File: config.mk
export PLATFORM = sky130hd
export DESIGN_NAME = jk_excite_gen
export DESIGN_NICKNAME = d
export VERILOG_FILES = /design/src/rtl/jk_pkg.sv /design/src/rtl/jk_excite_bit.sv /design/src/rtl/jk_excite_gen.sv
export SDC_FILE = /design/constraint.sdc
export NUM_CORES = 1
export LEC_CHECK = 0
export BUFFER_PORTS_ARGS = -buffer_cell sky130_fd_sc_hd__buf_2
export CELL_PAD_IN_SITES_DETAIL_PLACEMENT = 0
export CELL_PAD_IN_SITES_GLOBAL_PLACEMENT = 1
export CORE_MARGIN = 1.5
export CORE_UTILIZATION = 41
export DETAILED_ROUTE_END_ITERATION = 7
export GPL_TIMING_DRIVEN = 0
export PLACE_DENSITY_LB_ADDON = 0.1
export RECOVER_POWER = 50
export SYNTH_ARGS = -nofsm -noshare
export SYNTH_HDL_FRONTEND = slang
export SYNTH_SLANG_ARGS = --single-unit
export TNS_END_PERCENT = 30
File: constraint.sdc
create_clock -name clk -period 4.5 [get_ports clk]
set_input_delay 0.9 -clock clk [delete_from_list [all_inputs] [get_ports clk]]
set_output_delay 0.9 -clock clk [all_outputs]
set_load 0.02 [all_outputs]
File: src/rtl/jk_pkg.sv
// rtl/jk_pkg.sv - FSM states and 2-bit JK excitation codes for jk_excite_gen
package jk_pkg;

    typedef enum logic [1:0] {
        IDLE  = 2'd0,
        DRIVE = 2'd1,
        CHECK = 2'd2
    } state_t;

    // Excitation codes are {j, k}
    localparam logic [1:0] JK_HOLD = 2'b00;
    localparam logic [1:0] JK_RST  = 2'b01;
    localparam logic [1:0] JK_SET  = 2'b10;
    localparam logic [1:0] JK_TGL  = 2'b11;

endpackage

File: src/rtl/jk_excite_bit.sv
// rtl/jk_excite_bit.sv - per-bit (q, target) to (j, k) excitation; JK_TOGGLE_PREF_EN selects toggle for changing bits
module jk_excite_bit
    import jk_pkg::*;
(
    input  logic q,
    input  logic t,
    output logic j,
    output logic k
);

    logic [1:0] jk;

    // Unchanged bits hold; changing bits use set/reset, or toggle in the toggle-preferring build
    always_comb begin
        jk = JK_HOLD;
        if (q != t) begin
`ifdef JK_TOGGLE_PREF_EN
            jk = JK_TGL;
`else
            jk = q ? JK_RST : JK_SET;
`endif
        end
    end

    assign j = jk[1];
    assign k = jk[0];

endmodule

File: src/rtl/jk_excite_gen.sv
// rtl/jk_excite_gen.sv - drives a JK flip-flop bank to a requested state with feedback check and retry (JK_TOGGLE_PREF_EN via jk_excite_bit)
module jk_excite_gen
    import jk_pkg::*;
#(
    parameter int WIDTH     = 4,
    parameter int MAX_RETRY = 2
) (
    input  logic             clk,
    input  logic             rst,
    input  logic             tgt_valid,
    output logic             tgt_ready,
    input  logic [WIDTH-1:0] tgt_data,
    input  logic [WIDTH-1:0] q_fb,
    output logic [WIDTH-1:0] j_out,
    output logic [WIDTH-1:0] k_out,
    output logic             busy,
    output logic             done,
    output logic             error,
    output logic [2:0]       mismatch_cnt
);

    state_t           state;
    state_t           state_nxt;
    logic [WIDTH-1:0] tgt_reg;
    logic [WIDTH-1:0] exc_tgt;
    logic [WIDTH-1:0] j_nxt;
    logic [WIDTH-1:0] k_nxt;
    logic             accept;
    logic             match;
    logic             retry_ok;

    assign accept   = tgt_valid && (state == IDLE);
    assign match    = (q_fb == tgt_reg);
    assign retry_ok = (mismatch_cnt < 3'(MAX_RETRY));

    // On accept the target is not latched yet, so excite from the incoming word
    assign exc_tgt = (state == IDLE) ? tgt_data : tgt_reg;

    for (genvar i = 0; i < WIDTH; i++) begin : g_bit
        jk_excite_bit u_bit (
            .q (q_fb[i]),
            .t (exc_tgt[i]),
            .j (j_nxt[i]),
            .k (k_nxt[i])
        );
    end

    // State register
    always_ff @(posedge clk) begin
        if (rst) begin
            state <= IDLE;
        end else begin
            state <= state_nxt;
        end
    end

    // Next-state: one DRIVE cycle, one CHECK cycle, retry until match or budget spent
    always_comb begin
        state_nxt = state;
        case (state)
            IDLE:    if (accept) state_nxt = DRIVE;
            DRIVE:   state_nxt = CHECK;
            CHECK:   state_nxt = (!match && retry_ok) ? DRIVE : IDLE;
            default: state_nxt = IDLE;
        endcase
    end

    // Status outputs; a cycle with rst high never reports completion of an aborted target
    always_comb begin
        tgt_ready = (state == IDLE);
        busy      = (state != IDLE);
        done      = (state == CHECK) && match && !rst;
        error     = (state == CHECK) && !match && !retry_ok && !rst;
    end

    // Excitation registers are loaded only on entry to DRIVE and are zero otherwise
    always_ff @(posedge clk) begin
        if (rst) begin
            j_out        <= '0;
            k_out        <= '0;
            tgt_reg      <= '0;
            mismatch_cnt <= '0;
        end else begin
            j_out <= '0;
            k_out <= '0;
            if (accept) begin
                tgt_reg      <= tgt_data;
                mismatch_cnt <= '0;
                j_out        <= j_nxt;
                k_out        <= k_nxt;
            end else if (state == CHECK && !match && retry_ok) begin
                mismatch_cnt <= mismatch_cnt + 3'd1;
                j_out        <= j_nxt;
                k_out        <= k_nxt;
            end
        end
    end

endmodule
**After elaboration in Yosys (flattened, before gate mapping)**

Index checks and enable logic that the tools add are counted.

- Logic and storage cells: 45
- Output and inout port bits: 15
- Bits of input ports: 11
- Flip-flop bits (word level): 17

- Order comparisons: 1
- Equality and inequality tests: 8
- Add/subtract/negate cells: 1
- Multiplexer cells: 16
- Reductions and logical operators: 14

Operator list:

| cell | number |
|---|---|
| $mux 4 | 5 |
| $mux 2 | 9 |
| $logic_and 1x1->1 | 8 |
| $pmux 2 s3 | 1 |
| $eq 4x4->1 | 1 |
| $ne 1x1->1 | 4 |
| $add 3x1->3 const B | 1 |
| $logic_not 1->1 | 3 |
| $lt 3x2->1 const B | 1 |
| $eq 2x1->1 const B | 1 |
| $eq 2x2->1 const B | 1 |
| $logic_not 2->1 | 1 |
| $ne 2x1->1 const B | 1 |
| $reduce_bool 2->1 | 1 |
| $reduce_or 2->1 | 1 |
| $mux 1 | 1 |

**Depth between registers and ports, before layout**

Gate-level depths: netlist of the first run.

- Word-level depth: 6
- Depth in mapped cells: 5
- Mapped depth without buffers: 4

**Hierarchy**

Synthesis of the first run repeated with hierarchy kept, for this count alone.

- Cells, all modules: 90
- Area total of the unflattened synthesis: 834.6 µm²

By module, submodules not included:

| module | cells each | area each (µm²) | times used | seq. area each (µm²) |
|---|---|---|---|---|
| jk_excite_gen | 82 | 774.5 | 1 | 340.3 |
| jk_excite_bit | 2 | 15.0 | 4 | 0.0 |

**Least setup slack after synthesis of the first run**

OpenSTA, ideal clock, no wires.

- Path kind: input to output
- Start: in rst
- End: out error
- Required time: 3.600 ns
- Setup slack: 1.377 ns
- Path buffers: 2
- Stages on the path: 3
- Arrival: 2.223 ns
- Cell sequence: clkbuf_1 -> clkbuf_1 -> nor4b_1

- Word-level cells in the longest chain between the ends: 2

Ends and longest elaborated chain:

| what | line | RTL |
|---|---|---|
| start: declaration | jk_excite_gen.sv:9 | `input logic rst,` |
| $logic_not 1->1 | jk_excite_gen.sv:73 | `error = (state == CHECK) && !match && !retry_ok && !rst;` |
| $logic_and 1x1->1 | jk_excite_gen.sv:73 |  |
| end: declaration | jk_excite_gen.sv:18 | `output logic error,` |

No other way between the ends.

**Worst setup path after layout of the first run**

Ends and elaborated chain as after synthesis.

==> results of run 1 <==
layout make-up:
type / count / share of cell area
Inverter: 5 / 0.0185
Multi-Input combinational cell: 54 / 0.457
Tap cell: 27 / 0.0333
Clock buffer: 4 / 0.0259
Buffer: 6 / 0.0247
Sequential cell: 17 / 0.335
Timing Repair Buffer: 24 / 0.105
per-layer routing:
metal,GRT usage,vias up,routed length [um]
met3,0.0576,2,105
met2,0.255,21,842
met4,0.0417,0,12
met5,0,-,0
met1,0.219,344,907
li1,-,370,-
stage by stage:
| step | setup WS [ns] | instance area, um^2 |
|---|---|---|
| floorplan | 1.38 | 887 |
| global placement | 1.38 | 1040 |
| detailed placement | 1.35 | 1040 |
| CTS | 1.35 | 1070 |
| global route | 1.37 | 1010 |
| finish | 1.50 | 1010 |
cells by family (layout without fill, tap and decap cells):
| logic type | after synthesis | in the layout |
|---|---|---|
| muxes | 9 | 9 |
| and+or+nand+nor | 21 | 21 |
| xor gates and xnor gates | 4 | 4 |
| AOI/OAI and AO/OA | 19 | 19 |
| DFF | 17 | 17 |
| adders and majority gates | 1 | 1 |
| buffers and inverters | 11 | 39 |
power groups by stage:
stage                     Combinational [mW]  Clock [mW]  Sequential (mW)
final                                 0.0666      0.0845            0.162
after global routing                  0.0733      0.0953            0.163
after CTS                             0.0735      0.0887            0.162
after detailed placement              0.0734           0            0.165
after global placement                0.0721           0            0.165
after floorplan                       0.0492           0            0.168
final timing paths:
path           endpoint             from  cells past startpoint
max               error              rst                      4
min          tgt_reg[0]       tgt_reg[0]                      2
max reg2reg    j_out[0]  mismatch_cnt[1]                      4
min reg2reg  tgt_reg[0]       tgt_reg[0]                      2
cells in the final DEF, fill, tap and decap left out, drive strengths merged, types with 4 or more instances in the layout:
cell type  instances
inv                5
clkbuf            19
mux2i              5
nand3              4
mux2               4
a2111oi            8
xnor2              4
a21oi              6
nand2              4
buf               15
dfxtp             17
critical path: cells and delay by family:
kind                   cells  cell delay [ns]
buffers and inverters      3             1.09
and+or+nand+nor            1             0.11
==> impl_metrics.tcl, run 1 <==
set metrics [dict create \
    status "finished clean" \
    core_mm2 0.00200 \
    fin_cells 137 \
    die-width_um 49.5 \
    synth_common_cells "dfxtp_1, a2111oi_2, a21oi_1, inv_1, mux2i_1" \
    dpl.cell_count 133 \
    utilization 0.507 \
    clk_pin_slew_worst_paths_ns 0.09 \
    syn_to_final_growth_pct 14.4 \
    cp.required_ns 3.60 \
    cts_hold_buf 0 \
    crit_type "in -> out" \
    drc 0 \
    synth_cells 82 \
    regArea_um2 340 \
    grt_pass1_vias 674 \
    grt_pass1_wl_um 3040 \
    avgViaCountPerCell 5.38 \
    cts_max_path_buffers 2 \
    tns_ns 0 \
    maxCapViolCount 0 \
    synth_largest_area_cell "dfxtp_1" \
    dp_hpwl_um 1300 \
    yosysMostFrequentCell "dfxtp_1" \
    cts_htree_levels 1 \
    synth_area_um2 887 \
    critPathMaxStageDelay_ns 0.47 \
    syn_avg_cell_area_um2 10.8 \
    power_density_mw_per_mm2 308 \
    finalWirelength_um 1870 \
    tightest_slew_ns 0.653 \
    track_usage 0.164 \
    cts_setup_buffers 0 \
    vdd_drop_max_uv 225 \
    ys.flop_type "dfxtp_1" \
    critPathMaxFanout 10 \
    grt_max_degree 11 \
    power_uw 313 \
    synth-edff-count 0 \
    worstSkewPairLatency_ns 0.30 \
    synth-adder-area-share 0.0141 \
    pwr-share-clk 0.270 \
    synth_seq_cells 17 \
    hold_ws_ns 0.500 \
    dieArea_mm2 0.00245 \
    yosysSeqAreaShare 0.384 \
    max_freq_ghz 0.333 \
    finalWeightedCongestion 0.825 \
    synth.top_cell.area_share 0.384 \
    switching_power_uw 95.5 \
    post_drt_wl_per_cell_um 13.6 \
    synth_top_family_by_area "compound AO/OA/AOI/OAI gates" \
    swShare 0.305 \
    cts_buffers 3 \
    leakagePower_nw 0.394 \
    seqPwrFrac 0.517 \
    grt_overflow 0 \
    cts_root_buf "clkbuf_4" \
    fp.dieH_um 49.5 \
    ff2ff_setup_slack_ns 2.52 \
    synth.distinct_cells 29 \
    fp-row-count 16 \
    io_pins 26 \
    diodes 0 \
    synthSimpleGateAreaFrac 0.152 \
    slowest_stage "clkbuf_1" \
    cp-start-kind "primary input" \
    rsz0062_at_grt "no" \
    worst_setup_path_end_kind "primary output" \
    drive_above_1_share 0.255 \
    min_period_over_period 0.667 \
    portBuffers 24 \
    worst_hold_path_type "reg -> reg" \
    nets 123 \
    synth_compound_area_frac 0.245 \
    synthMuxAreaShare 0.107 \
    cellInternalPower_uw 217 \
    drv_slew 0 \
    multi_input_area_um2 464 \
    cp_common_cell "clkbuf_1" \
    p_comb_frac 0.213 \
    synthTopCellsByArea "dfxtp_1, a2111oi_2, a2111oi_4, mux2i_1, mux2_2" \
    dr_total_vias 737 \
    hold_viol_final 0 \
    fill_cells 214 \
    cts.sinks 17 \
    clock_skew_ns 0.00874 \
    yosys_warnings 0 \
    tritoncts "done" \
    final_antenna_net_count 0 \
    first_pass_iters 4 \
    synth_fp_nets 94 \
    drt_iter0_drc 11 \
    setup_viol 0 \
    fin_crit_ns 3.00 \
    synthArstFlopShare 0 \
    start_util 0.443 \
    crit_path_cell_trace "clkbuf_1, clkbuf_1, nor4b_1, buf_2" \
    relSlewSlack 0.565 \
    crit_arrival_ns 2.10 \
    yosys.area_share.xor_xnor 0.0395 \
    cts-resized-gates 0 \
    antenna_found_initial 0 \
]
Power figures use the tool's default switching activity.
==> run 2, diff against run 1 <==
--- a/config.mk
+++ b/config.mk
@@ -9,7 +9,7 @@
 export CELL_PAD_IN_SITES_DETAIL_PLACEMENT = 0
 export CELL_PAD_IN_SITES_GLOBAL_PLACEMENT = 1
 export CORE_MARGIN = 1.5
-export CORE_UTILIZATION = 41
+export CORE_UTILIZATION = 38
 export DETAILED_ROUTE_END_ITERATION = 7
 export GPL_TIMING_DRIVEN = 0
 export PLACE_DENSITY_LB_ADDON = 0.1
==> constraint.sdc (replaced) <==
create_clock -name clk -period 2.8 [get_ports clk]
set_input_delay 0.56 -clock clk [delete_from_list [all_inputs] [get_ports clk]]
set_output_delay 0.56 -clock clk [all_outputs]
set_load 0.02 [all_outputs]
==> impl_metrics.tcl, run 2 (synthesized netlist as in run 1, its figures left out) <==
set metrics [dict create \
    whs_endpoint "j_out[1]" \
    reg2reg_from "state[1]" \
    syn_to_final_growth_pct 18.8 \
    first_pass_iters 4 \
    finalWirelength_um 1910 \
    crit_arrival_ns 1.81 \
    finalWeightedCongestion 0.807 \
    final_cell_mix "dfxtp_1, clkbuf_1, buf_2, a21oi_1, a2111oi_2" \
    grt_pass1_wl_um 3030 \
    portBuffers 24 \
    dr_total_vias 715 \
    tns_ns 0 \
    seqPwrFrac 0.511 \
    io_pins 26 \
    cts_htree_levels 1 \
    antenna_found_initial 0 \
    cts-resized-gates 0 \
    vdd_drop_max_uv 242 \
    tightest_slew_ns 0.755 \
    fin_ws_ns 0.427 \
    dieArea_mm2 0.00263 \
    grt_overflow 0 \
    leakagePower_nw 0.399 \
    cts.sinks 17 \
    nets 123 \
    drive_above_1_share 0.282 \
    power_density_mw_per_mm2 483 \
    relSlewSlack 0.497 \
    drc 0 \
    cellInternalPower_uw 352 \
    rsz0062_at_grt "no" \
    clk_pin_slew_worst_paths_ns 0.10 \
    layout_commonest_cell "dfxtp_1" \
    cts_buffers 3 \
    r2r-end "mismatch_cnt[0]" \
    setup_viol 0 \
    fill_cells 236 \
    place_ws_ns 0.401 \
    diodes 0 \
    drv_slew 0 \
    power_uw 509 \
    die-width_um 51.3 \
    maxCapViolCount 0 \
    avgViaCountPerCell 5.18 \
    fp.dieH_um 51.3 \
    cts_hold_buf 0 \
    status "finished clean" \
    cp.required_ns 2.24 \
    drt_iter0_drc 10 \
    fin_crit_ns 2.37 \
    clock_skew_ns 0.00441 \
    ff2ff_setup_slack_ns 0.99 \
    min_period_over_period 0.848 \
    cp-start-kind "primary input" \
    worst_setup_path_end_kind "primary output" \
    worstSkewPairLatency_ns 0.29 \
    min_path_cells 2 \
    critPathMaxFanout 10 \
    grt_max_degree 11 \
    r2r_cells 5 \
    cts_max_path_buffers 2 \
    swShare 0.308 \
    hold_ws_ns 0.460 \
    cts_setup_buffers 0 \
    post_drt_wl_per_cell_um 13.9 \
    p_comb_frac 0.227 \
    worst_hold_path_type "in -> reg" \
    max_freq_ghz 0.421 \
    switching_power_uw 157 \
    pwr-share-clk 0.262 \
    final_antenna_net_count 0 \
    hold_start "q_fb[1]" \
    tritoncts "done" \
    placed_area_mm2 0.00104 \
    final_area_mm2 0.00105 \
    start_util 0.401 \
    dp_hpwl_um 1380 \
    crit_type "in -> out" \
    grt_pass1_vias 627 \
    cts_root_buf "clkbuf_4" \
    hold_viol_final 0 \
    track_usage 0.159 \
    fp-row-count 17 \
    core_mm2 0.00221 \
]
-- run 2: cell counts in the layout (fill, tap and decap cells not counted) --
No cell type changed its count.
-- run 2: metrics by stage --
stage	cells	utilization
6_report	138	0.476
5_1_grt	138	0.476
4_1_cts	138	0.483
3_5_place_dp	134	0.471
3_3_place_gp	134	0.471
2_1_floorplan	82	-
-- run 2: worst max path at each step --
stage,slack [ns],startpoint,endpoint,cells after the start
floorplan,0.36,rst,error,3
global placement,0.39,rst,error,4
detailed placement,0.40,rst,done,4
CTS,0.40,rst,done,4
global route,0.30,rst,done,4
finish,0.43,rst,error,4
-- run 2: critical path, cell delays in order --
cell	delay, ns
clkbuf_1	0.56
clkbuf_1	0.41
nor4b_1	0.10
buf_2	0.18
-- run 2: layout make-up --
cell class | instances | area [um^2] | share of cell area
Inverter | 5 | 18.8 | 0.0178
Timing Repair Buffer | 24 | 106 | 0.101
Multi-Input combinational cell | 54 | 495 | 0.470
Tap cell | 28 | 35.0 | 0.0333
Buffer | 6 | 31.3 | 0.0297
Clock buffer | 4 | 26.3 | 0.0249
Sequential cell | 17 | 340 | 0.323
-- run 2: layer usage --
metal	GRT usage	vias up	part of all wire
met5	0	-	0
met4	0.0658	0	0.0073
met3	0.0351	2	0.054
met2	0.242	14	0.48
met1	0.215	331	0.46
li1	-	368	-
-- run 2: power groups by stage --
stage | clock [mW] | sequential (mW) | combinational (mW)
after CTS | 0.141 | 0.260 | 0.119
after detailed placement | 0 | 0.266 | 0.118
after floorplan | 0 | 0.271 | 0.0790
final | 0.133 | 0.260 | 0.115
after global routing | 0.158 | 0.262 | 0.125
after global placement | 0 | 0.265 | 0.118
==> run 3, diff against run 2 <==
==> constraint.sdc (replaced) <==
create_clock -name clk -period 2.2 [get_ports clk]
set_input_delay 0.44 -clock clk [delete_from_list [all_inputs] [get_ports clk]]
set_output_delay 0.44 -clock clk [all_outputs]
set_load 0.02 [all_outputs]
==> impl_metrics.tcl, run 3 (synthesized netlist as in run 1, its figures left out) <==
set metrics [dict create \
    grt_max_degree 11 \
    final_antenna_net_count 0 \
    worst_hold_path_type "in -> reg" \
    avgViaCountPerCell 5.20 \
    critPathMaxFanout 10 \
    drv_slew 0 \
    syn_to_final_growth_pct 19.9 \
    crit_path_cell_trace "nor2_2, buf_2, inv_1, buf_2" \
    io_pins 26 \
    min_path_cells 2 \
    slowest_stage "dfxtp_1" \
    cts.sinks 17 \
    rsz0062_at_grt "no" \
    min_period_over_period 0.884 \
    worst_setup_path_end_kind "primary output" \
    drc 0 \
    post_drt_wl_per_cell_um 14.3 \
    placed_area_mm2 0.00105 \
    fp.dieH_um 51.3 \
    fin_crit_ns 1.94 \
    diodes 0 \
    worstSkewPairLatency_ns 0.29 \
    whs_endpoint "j_out[0]" \
    drive_above_1_share 0.309 \
    hold_start "q_fb[0]" \
    dp_hpwl_um 1400 \
    crit_type "reg -> out" \
    grt_pass1_vias 675 \
    grt_pass1_wl_um 3250 \
    drt_iter0_drc 7 \
    vdd_drop_max_uv 325 \
    clk_pin_slew_worst_paths_ns 0.10 \
    track_usage 0.170 \
    cts_htree_levels 1 \
    dr_total_vias 718 \
    cts_hold_buf 0 \
    relSlewSlack 0.572 \
    cts_root_buf "clkbuf_4" \
    power_uw 653 \
    tritoncts "done" \
    antenna_found_initial 0 \
    cp-start-kind "register" \
    layout_commonest_cell "dfxtp_1" \
    crit_arrival_ns 1.50 \
    r2r_cells 5 \
    ff2ff_setup_slack_ns 0.36 \
    tightest_slew_ns 0.642 \
    r2r-end "mismatch_cnt[0]" \
    first_pass_iters 4 \
    fp-row-count 17 \
    power_density_mw_per_mm2 614 \
    core_mm2 0.00221 \
    finalWirelength_um 1980 \
    max_freq_ghz 0.514 \
    status "finished clean" \
    setup_viol 0 \
    leakagePower_nw 0.404 \
    grt_overflow 0 \
    final_area_mm2 0.00106 \
    nets 123 \
    critPathMaxStageDelay_ns 0.37 \
    finalWeightedCongestion 0.807 \
    cts_setup_buffers 0 \
    cp_common_cell "buf_2" \
    reg2reg_from "state[1]" \
    final_cell_mix "dfxtp_1, clkbuf_1, buf_2, a21oi_1, a2111oi_2" \
    clock_skew_ns 0.00108 \
    cts_buffers 3 \
    start_util 0.401 \
    dieArea_mm2 0.00263 \
    die-width_um 51.3 \
    cts_max_path_buffers 2 \
    hold_ws_ns 0.341 \
    portBuffers 24 \
    cp.required_ns 1.76 \
    maxCapViolCount 0 \
    hold_viol_final 0 \
]
[run 3: cell types whose count changed in the layout (fill, tap and decap cells not counted)]
cell	change
nor2_2	+1
nor4b_2	+1
nor4b_1	-1
clkbuf_1	-1
clkbuf_2	+1
nor2_1	-1
[run 3: cell type report]
class	instances	area [um^2]
fill	235	1150
multi-input combinational	54	504
sequential	17	340
timing repair buffer	24	106
tap	28	35.0
buffer	6	32.5
clock buffer	4	26.3
inverter	5	18.8
[run 3: what timing repair did]
action,CTS,global route
resized for setup,1,1
gates cloned,0,0
endpoints found under the setup margin,2,2
hold endpoints to repair,0,0
[run 3: worst max path at each step]
stage,from,to
after floorplan,rst,error
after global placement,rst,done
after detailed placement,rst,done
after CTS,state[1],busy
after global routing,tgt_reg[0],done
final,state[1],busy
[run 3: power breakdown]
part / switching [mW] / total, mW / internal (mW) / leakage [nW]
combinational: 0.0907 / 0.149 / 0.0578 / 0.250
clock: 0.102 / 0.173 / 0.0705 / 0.0150
sequential: 0.0106 / 0.332 / 0.321 / 0.138
[run 3: stage by stage]
step,setup TNS [ns],std cells,setup slack (ns),util
after floorplan,0,82,0.258,-
after global placement,0,134,0.0123,0.474
after detailed placement,-0.0188,134,-0.0169,0.474
after CTS,0,138,0.0526,0.486
after global routing,0,138,0.118,0.481
final,0,138,0.256,0.481
[run 3: routing by layer]
| layer | vias up | GRT usage | share of wire |
|---|---|---|---|
| met1 | 333 | 0.236 | 0.46 |
| met3 | 2 | 0.0292 | 0.049 |
| met5 | - | 0 | 0 |
| met4 | 0 | 0.0789 | 0.0071 |
| met2 | 17 | 0.255 | 0.48 |
| li1 | 366 | - | - |
[run 3: worst max-delay path: cells and delay by family (launching register included)]
family / cells / cell delay [ns]
buffers and inverters: 3 / 0.53
flip-flops: 1 / 0.37
AND/OR/NAND/NOR: 1 / 0.31
